### config.mk
export PLATFORM = sky130hd
export DESIGN_NAME = phase_sequencer
export DESIGN_NICKNAME = d
export VERILOG_FILES = /design/src/rtl/pseq_pkg.sv /design/src/rtl/pseq_stream.sv /design/src/rtl/phase_sequencer.sv
export SDC_FILE = /design/constraint.sdc
export NUM_CORES = 1
export LEC_CHECK = 0
export BUFFER_PORTS_ARGS = -buffer_cell sky130_fd_sc_hd__buf_2
export CORE_ASPECT_RATIO = 2
export CORE_MARGIN = 2
export CORE_UTILIZATION = 57
export DETAILED_ROUTE_END_ITERATION = 7
export GPL_ROUTABILITY_DRIVEN = 1
export PLACE_DENSITY = 0.95
export SKIP_LAST_GASP = 1
export SLEW_MARGIN = 40
export SYNTH_ARGS = -nofsm -noshare
export SYNTH_HDL_FRONTEND = slang
export SYNTH_SLANG_ARGS = --single-unit
### constraint.sdc
create_clock -name clock -period 8 [get_ports clock]
set_clock_uncertainty 0.2 [all_clocks]
set_input_delay 1.6 -clock clock [delete_from_list [all_inputs] [get_ports clock]]
set_output_delay 1.6 -clock clock [all_outputs]
set_load 0.05 [all_outputs]
### src/rtl/pseq_pkg.sv
// pseq_pkg: shared types and constants for phase_sequencer and pseq_stream.
//   phase_e  : testcase phase encoding carried in marker inst[23:21]
//   state_e  : per-source bracketing FSM state
//   ERR_*    : err_code values
//   MK_*     : marker match constants, is_marker() applies them to one lane
package pseq_pkg;

  typedef enum logic [2:0] {
    PH_VCTM  = 3'd0,
    PH_DELAY = 3'd1,
    PH_TEXE  = 3'd2,
    PH_LEAK  = 3'd3,
    PH_INIT  = 3'd4,
    PH_BIM   = 3'd5,
    PH_TRAIN = 3'd6
  } phase_e;

  typedef enum logic [1:0] {
    ST_OUT,
    ST_IN,
    ST_DONE,
    ST_ERR
  } state_e;

  localparam logic [2:0] ERR_NONE   = 3'd0;
  localparam logic [2:0] ERR_ORDER  = 3'd1;
  localparam logic [2:0] ERR_WDOG   = 3'd2;
  localparam logic [2:0] ERR_DESYNC = 3'd3;
  localparam logic [2:0] ERR_SKEW   = 3'd4;
  localparam logic [2:0] ERR_MULTI  = 3'd5;

  localparam logic [19:0] MK_LO_VAL  = 20'h02013;
  localparam logic [7:0]  MK_HI_VAL  = 8'h00;
  localparam logic [2:0]  MK_PH_RSVD = 3'd7;

  function automatic logic is_marker(input logic [31:0] inst);
    return (inst[19:0] == MK_LO_VAL) && (inst[31:24] == MK_HI_VAL) &&
           (inst[23:21] != MK_PH_RSVD);
  endfunction

endpackage

### src/rtl/pseq_stream.sv
// pseq_stream: marker decode plus bracketing FSM for one commit source.
//   clock, reset_n     : clock, async active-low reset
//   valid, inst        : per-lane commit valid / instruction (lane i = inst[32i+31:32i])
//   mk_any             : a marker was decoded this cycle (lowest lane wins)
//   mk_legal           : that marker was a legal START/END for the current state
//   mk_phase, mk_end   : decoded fields of the selected marker
//   order_err          : illegal bracketing this cycle
//   multi_err          : more than one marker lane this cycle
//   state, phase       : registered FSM state and current phase
module pseq_stream
  import pseq_pkg::*;
#(
  parameter int unsigned COMMIT_W = 2
) (
  input  logic                    clock,
  input  logic                    reset_n,
  input  logic [COMMIT_W-1:0]     valid,
  input  logic [32*COMMIT_W-1:0]  inst,
  output logic                    mk_any,
  output logic                    mk_legal,
  output phase_e                  mk_phase,
  output logic                    mk_end,
  output logic                    order_err,
  output logic                    multi_err,
  output state_e                  state,
  output phase_e                  phase
);

  state_e      state_q, state_d;
  phase_e      phase_q, phase_d;
  logic        vbit;
  logic [31:0] lane;

  always_comb begin
    mk_any    = 1'b0;
    multi_err = 1'b0;
    mk_phase  = PH_VCTM;
    mk_end    = 1'b0;
    vbit      = 1'b0;
    lane      = '0;
    for (int unsigned i = 0; i < COMMIT_W; i++) begin
      vbit = |((valid >> i) & COMMIT_W'(1));
      lane = 32'(inst >> (32 * i));
      if (vbit && is_marker(lane)) begin
        if (mk_any) begin
          multi_err = 1'b1;
        end else begin
          mk_any   = 1'b1;
          mk_phase = phase_e'(lane[23:21]);
          mk_end   = lane[20];
        end
      end
    end
  end

  always_comb begin
    state_d   = state_q;
    phase_d   = phase_q;
    mk_legal  = 1'b0;
    order_err = 1'b0;
    if (mk_any) begin
      case (state_q)
        ST_OUT: begin
          if (!mk_end) begin
            state_d  = ST_IN;
            phase_d  = mk_phase;
            mk_legal = 1'b1;
          end else begin
            order_err = 1'b1;
          end
        end
        ST_IN: begin
          if (mk_end && (mk_phase == phase_q)) begin
            mk_legal = 1'b1;
            state_d  = (phase_q == PH_LEAK) ? ST_DONE : ST_OUT;
          end else begin
            order_err = 1'b1;
          end
        end
        default: ;
      endcase
      if (order_err) state_d = ST_ERR;
    end
  end

  always_ff @(posedge clock or negedge reset_n) begin
    if (!reset_n) begin
      state_q <= ST_OUT;
      phase_q <= PH_VCTM;
    end else begin
      state_q <= state_d;
      phase_q <= phase_d;
    end
  end

  assign state = state_q;
  assign phase = phase_q;

endmodule

### src/rtl/phase_sequencer.sv
// phase_sequencer: tracks testcase phase markers on the DUT (and optionally
// variant) commit stream, reports per-phase cycle counts, flags done/error.
// Optional feature macro: PSEQ_VARIANT_EN (variant FSM, marker FIFOs, skew check).
//   clock, reset_n       : clock, async active-low reset
//   dut_valid/dut_inst   : DUT commit lanes
//   vnt_valid/vnt_inst   : variant commit lanes (ignored without PSEQ_VARIANT_EN)
//   dut_phase            : {inside, phase} of the DUT stream
//   rpt_valid/phase/cycles : one-cycle report after each legal DUT END
//   done, err, err_code  : sticky completion / first-error status
module phase_sequencer
  import pseq_pkg::*;
#(
  parameter int unsigned COMMIT_W    = 2,
  parameter int unsigned FIFO_DEPTH  = 8,
  parameter int unsigned MAX_SKEW    = 4096,
  parameter int unsigned WDOG_CYCLES = 1000000,
  parameter int unsigned CNT_W       = 32
) (
  input  logic                   clock,
  input  logic                   reset_n,
  input  logic [COMMIT_W-1:0]    dut_valid,
  input  logic [32*COMMIT_W-1:0] dut_inst,
  input  logic [COMMIT_W-1:0]    vnt_valid,
  input  logic [32*COMMIT_W-1:0] vnt_inst,
  output logic [3:0]             dut_phase,
  output logic                   rpt_valid,
  output logic [2:0]             rpt_phase,
  output logic [CNT_W-1:0]       rpt_cycles,
  output logic                   done,
  output logic                   err,
  output logic [2:0]             err_code
);

  localparam int unsigned WD_W = $clog2(WDOG_CYCLES + 1);

  logic   d_any, d_legal, d_end, d_order, d_multi;
  phase_e d_ph, d_cur_ph;
  state_e d_state;

  pseq_stream #(.COMMIT_W(COMMIT_W)) u_dut (
    .clock     (clock),
    .reset_n   (reset_n),
    .valid     (dut_valid),
    .inst      (dut_inst),
    .mk_any    (d_any),
    .mk_legal  (d_legal),
    .mk_phase  (d_ph),
    .mk_end    (d_end),
    .order_err (d_order),
    .multi_err (d_multi),
    .state     (d_state),
    .phase     (d_cur_ph)
  );

  logic [CNT_W-1:0] cnt_q, cnt_d, cnt_inc;
  logic             rpt_valid_q, rpt_valid_d;
  logic [2:0]       rpt_phase_q, rpt_phase_d;
  logic [CNT_W-1:0] rpt_cycles_q, rpt_cycles_d;
  logic [WD_W-1:0]  wd_q, wd_d;
  logic             wdog_hit;
  logic             done_q, done_d, done_set;
  logic             err_q, err_d;
  logic [2:0]       code_q, code_d;
  logic             vnt_order, vnt_multi, desync, skew_err;

  always_comb begin
    cnt_inc = (cnt_q == '1) ? cnt_q : cnt_q + CNT_W'(1);
    cnt_d   = cnt_q;
    if (d_legal && !d_end)     cnt_d = '0;
    else if (d_state == ST_IN) cnt_d = cnt_inc;

    // The END cycle itself counts as a cycle inside the phase.
    rpt_valid_d  = d_legal && d_end;
    rpt_phase_d  = rpt_phase_q;
    rpt_cycles_d = rpt_cycles_q;
    if (rpt_valid_d) begin
      rpt_phase_d  = d_ph;
      rpt_cycles_d = cnt_inc;
    end

    wd_d = wd_q;
    if (d_any)                              wd_d = '0;
    else if (wd_q != WD_W'(WDOG_CYCLES))    wd_d = wd_q + WD_W'(1);
    wdog_hit = (wd_d == WD_W'(WDOG_CYCLES)) && (d_state != ST_DONE);

    // First cause wins; simultaneous causes resolve to the lowest code.
    err_d  = err_q;
    code_d = code_q;
    if (!err_q) begin
      err_d = 1'b1;
      if (d_order || vnt_order)      code_d = ERR_ORDER;
      else if (wdog_hit)             code_d = ERR_WDOG;
      else if (desync)               code_d = ERR_DESYNC;
      else if (skew_err)             code_d = ERR_SKEW;
      else if (d_multi || vnt_multi) code_d = ERR_MULTI;
      else                           err_d  = 1'b0;
    end

    done_d = done_q | done_set;
  end

  always_ff @(posedge clock or negedge reset_n) begin
    if (!reset_n) begin
      cnt_q        <= '0;
      rpt_valid_q  <= 1'b0;
      rpt_phase_q  <= '0;
      rpt_cycles_q <= '0;
      wd_q         <= '0;
      done_q       <= 1'b0;
      err_q        <= 1'b0;
      code_q       <= ERR_NONE;
    end else begin
      cnt_q        <= cnt_d;
      rpt_valid_q  <= rpt_valid_d;
      rpt_phase_q  <= rpt_phase_d;
      rpt_cycles_q <= rpt_cycles_d;
      wd_q         <= wd_d;
      done_q       <= done_d;
      err_q        <= err_d;
      code_q       <= code_d;
    end
  end

  assign dut_phase  = (d_state == ST_IN) ? {1'b1, d_cur_ph} : 4'b0000;
  assign rpt_valid  = rpt_valid_q;
  assign rpt_phase  = rpt_phase_q;
  assign rpt_cycles = rpt_cycles_q;
  assign done       = done_q;
  assign err        = err_q;
  assign err_code   = code_q;

`ifdef PSEQ_VARIANT_EN
  localparam int unsigned AW   = $clog2(FIFO_DEPTH);
  localparam int unsigned SK_W = $clog2(MAX_SKEW + 1);

  logic   v_any, v_legal, v_end;
  phase_e v_ph, v_cur_ph;
  state_e v_state;

  pseq_stream #(.COMMIT_W(COMMIT_W)) u_vnt (
    .clock     (clock),
    .reset_n   (reset_n),
    .valid     (vnt_valid),
    .inst      (vnt_inst),
    .mk_any    (v_any),
    .mk_legal  (v_legal),
    .mk_phase  (v_ph),
    .mk_end    (v_end),
    .order_err (vnt_order),
    .multi_err (vnt_multi),
    .state     (v_state),
    .phase     (v_cur_ph)
  );

  // Index 0 holds DUT markers, index 1 variant markers; entries are {phase, end}.
  logic [3:0]      mem_q [2][FIFO_DEPTH];
  logic [3:0]      mem_d [2][FIFO_DEPTH];
  logic [AW-1:0]   wr_q [2], wr_d [2], rd_q [2], rd_d [2];
  logic [AW:0]     fcnt_q [2], fcnt_d [2];
  logic [SK_W-1:0] skew_q, skew_d;
  logic [3:0]      entry [2];
  logic [1:0]      push, ne, full;
  logic            pop, do_push, overflow;
  logic            unused_vnt;

  always_comb begin
    push     = {v_legal, d_legal};
    entry[0] = {d_ph, d_end};
    entry[1] = {v_ph, v_end};
    ne       = {fcnt_q[1] != '0, fcnt_q[0] != '0};
    full     = {fcnt_q[1] == (AW+1)'(FIFO_DEPTH), fcnt_q[0] == (AW+1)'(FIFO_DEPTH)};
    pop      = ne[0] && ne[1];
    desync   = pop && (mem_q[0][rd_q[0]] != mem_q[1][rd_q[1]]);
    mem_d    = mem_q;
    wr_d     = wr_q;
    rd_d     = rd_q;
    fcnt_d   = fcnt_q;
    do_push  = 1'b0;
    overflow = 1'b0;
    for (int unsigned s = 0; s < 2; s++) begin
      // A simultaneous pop frees a slot, so a full FIFO may still accept.
      do_push = push[s[0]] && (!full[s[0]] || pop);
      if (push[s[0]] && !do_push) overflow = 1'b1;
      if (do_push) begin
        mem_d[s[0]][wr_q[s[0]]] = entry[s[0]];
        wr_d[s[0]] = wr_q[s[0]] + AW'(1);
      end
      if (pop) rd_d[s[0]] = rd_q[s[0]] + AW'(1);
      fcnt_d[s[0]] = fcnt_q[s[0]] + (AW+1)'(do_push) - (AW+1)'(pop);
    end

    skew_d = skew_q;
    if (pop || !(ne[0] || ne[1]))          skew_d = '0;
    else if (skew_q != SK_W'(MAX_SKEW))    skew_d = skew_q + SK_W'(1);
    skew_err = overflow || (skew_d == SK_W'(MAX_SKEW));

    done_set = (d_state == ST_DONE) && (v_state == ST_DONE) && !ne[0] && !ne[1];
  end

  always_ff @(posedge clock or negedge reset_n) begin
    if (!reset_n) begin
      wr_q   <= '{default: '0};
      rd_q   <= '{default: '0};
      fcnt_q <= '{default: '0};
      skew_q <= '0;
    end else begin
      wr_q   <= wr_d;
      rd_q   <= rd_d;
      fcnt_q <= fcnt_d;
      skew_q <= skew_d;
    end
  end

  always_ff @(posedge clock) begin
    mem_q <= mem_d;
  end

  assign unused_vnt = ^{v_any, v_cur_ph};
`else
  logic unused_vnt;

  assign vnt_order  = 1'b0;
  assign vnt_multi  = 1'b0;
  assign desync     = 1'b0;
  assign skew_err   = 1'b0;
  assign done_set   = d_legal && d_end && (d_ph == PH_LEAK);
  assign unused_vnt = ^{vnt_valid, vnt_inst, FIFO_DEPTH[0], MAX_SKEW[0]};
`endif

endmodule

==> results.json <==
{
  "r2r_start": "u_dut.phase[0]$_DFFE_PN0P_",
  "r2r_slack_ns": 4.83,
  "max_cap_viol_count": 0,
  "drt_iter0_drc": 366,
  "cts_tree": "yes",
  "ys_types": 62,
  "internal-power_mw": 0.7284,
  "met2_length_mm": 8.273,
  "power_mw": 0.9528,
  "h-tree-depth": 3,
  "vias": 5285,
  "p_per_area_mw_per_mm2": 138.5,
  "max_freq_mhz": 219.9,
  "min_to": "done$_DFF_PN0_",
  "finalMaxSlewViolations": 0,
  "crit_type": "input pin to flip-flop",
  "final_common_cell": "buf_2",
  "grt_pass1_wl_mm": 24.50,
  "diodes": 0,
  "worst-path-max-fanout": 32,
  "p_seq_share_pct": 52.0,
  "setup_tns_ns": 0,
  "place_inst": 848,
  "synth_flop_cell": "dfrtp_1",
  "peakVddDrop_mv": 0.1322,
  "period_minus_slack_ns": 4.547,
  "tightest_slew_ns": 0.8844,
  "clkPwrFrac_pct": 43.9,
  "min_from": "done$_DFF_PN0_",
  "drt-vias-per-instance": 6.117,
  "arrival_ns": 4.57,
  "grt-ovfl-total": 0,
  "dpl.hpwl_mm": 11.21,
  "switching_share_pct": 23.56,
  "clkSlewWorstSetupHoldPaths_ns": 0.07,
  "avgSynthCellArea_um2": 9.564,
  "ctsHoldBuffers": 0,
  "report.final.hold_viol_count": 0,
  "worstPathRequired_ns": 8.02,
  "setup_ws_ns": 3.453,
  "drc": 0,
  "cts_resized": 0,
  "drive_above_1_share_pct": 25.51,
  "clock_latency_ns": 0.35,
  "grt_max_degree": 63,
  "postCtsSetupRepairBufs": 0,
  "top_layer_used": "met4",
  "port_buffers": 112,
  "antenna_found_initial": 0,
  "pwr-share-comb_pct": 4.1,
  "endpoint_kind": "flip-flop",
  "gp_congestion": 0.9416,
  "synthesis.area_mm2": 0.005968,
  "hold_path.class": "flip-flop to flip-flop",
  "fin_nets": 861,
  "whs_path_depth": 1,
  "start_kind": "input pin",
  "synth_seq_cells": 98,
  "die_area_mm2": 0.01135,
  "relSlewSlack_pct": 40.49,
  "outcome": "complete, no violations",
  "grt_pass1_vias": 5363,
  "m1WireLength_mm": 5.237,
  "final-setup-viol-count": 0,
  "fin_crit_sh_pct": 56.83,
  "ios": 179,
  "dr.pass1.iters": 5,
  "postPlaceCellArea_mm2": 0.006580,
  "holdWs_ns": 0.3017,
  "area_delta_synth_final_pct": 15.28,
  "cts_buffers": 9,
  "initial_core_util_pct": 58.80,
  "core_area_mm2": 0.01015,
  "final_util_pct": 67.79,
  "fp-row-count": 52,
  "place_ws_ns": 3.131,
  "r2r_cells": 6,
  "synth_edf_count": 0,
  "cts_root_buf": "clkbuf_16",
  "ys_seq_area_share_pct": 41.09,
  "die_h_um": 148.7,
  "antenna_left": 0,
  "synth_warnings": 0,
  "clk_path_buf_depth": 2,
  "synth-async-reset-ratio_pct": 100.0,
  "r2r-end": "rpt_cycles[21]$_DFFE_PN0P_",
  "clock-sinks": 98,
  "fp.dieW_um": 76.36,
  "wire_per_inst_um": 17.23,
  "rsz0062_at_grt": "false",
  "stdcell_area_mm2": 0.006880,
  "final_cell_mix": "buf_2 (111), dfrtp_1 (98), nor2_1 (77), nand2_1 (52), xnor2_1 (42)",
  "net-switching-power_mw": 0.2245,
  "track_usage_pct": 26.81,
  "power.leakage_nw": 3.168,
  "synth_nets": 761,
  "final_cells": 864,
  "met3_length_um": 703,
  "synthCells": 624,
  "wirelength_mm": 14.89
}
## cell families after synthesis
kind of cell,synth area share (%)
AND/OR/NAND/NOR,26.48
multiplexers,9.602
AO/OA/AOI/OAI,6.164
adder cells (fa/ha/maj),0.6290
flip-flops,41.09
buffers and inverters,3.857
XOR/XNOR,12.18
## cells in the mapped netlist, drive strengths merged, types with 12 or more instances
| cell | n | area share [%] |
|---|---|---|
| o21ai | 12 | 1.0 |
| dfrtp | 98 | 41 |
| xnor2 | 42 | 6.2 |
| nand2 | 52 | 3.3 |
| xor2 | 41 | 6.0 |
| nand4 | 22 | 2.3 |
| mux2 | 40 | 9.4 |
| clkbuf | 21 | 1.3 |
| nor3 | 22 | 1.9 |
| inv | 17 | 1.1 |
| nor4 | 25 | 2.6 |
| nor2 | 77 | 4.8 |
| nand3 | 40 | 3.4 |
| a21oi | 13 | 1.1 |
## power groups by stage
stage          Sequential (mW)  Combinational (mW)  Clock [mW]
2_1_floorplan            0.505             0.00666           0
3_3_place_gp             0.505              0.0376           0
3_5_place_dp             0.505              0.0394           0
4_1_cts                  0.495              0.0393       0.424
5_1_grt                  0.495              0.0439       0.446
6_report                 0.495              0.0392       0.419
## flip-flops by register name, summed over array words and instances (netlist names), 2 cells and up
register and flops:
cnt_q 32, err_code 3, rpt_cycles 32, rpt_phase 3, u_dut.phase 3, u_dut.state 2, wd_q 20
## worst max-delay path, stage by stage
cell       delay [ns]
buf_2            0.10
nor4b_1          0.38
nand4_1          0.28
a2111oi_0        0.54
o2111ai_1        0.20
and3_1           0.23
or4_4            0.84
mux2_4           0.39
## layer usage
metal  global-route usage, %  vias to the layer above
met5                       0                        -
met4                   14.09                        0
met3                   3.034                       63
met2                   52.57                      246
met1                   27.16                     2545
li1                        -                     2431
## worst max-delay path by stage
stage	startpoint	end	slack, ns	depth (start not counted)
after detailed placement	dut_inst[24]	rpt_cycles[11]$_DFFE_PN0P_	3.13	8
after global placement	dut_inst[46]	rpt_cycles[13]$_DFFE_PN0P_	3.27	8
after global routing	dut_inst[28]	rpt_cycles[21]$_DFFE_PN0P_	3.19	8
after CTS	dut_inst[24]	rpt_cycles[21]$_DFFE_PN0P_	3.48	8
after floorplan	dut_inst[15]	rpt_cycles[10]$_DFFE_PN0P_	3.71	9
final	dut_inst[28]	rpt_cycles[21]$_DFFE_PN0P_	3.45	8
## cell type report
cell class | instances | area (um2)
clock buffers | 9 | 225.2
multi-input cells | 480 | 3298
well taps | 135 | 168.9
clock inverters | 7 | 63.81
inverters | 18 | 67.56
repair buffers | 117 | 604.3
flip-flops and latches | 98 | 2452
fillers | 763 | 3269
Power figures use the tool's default switching activity.
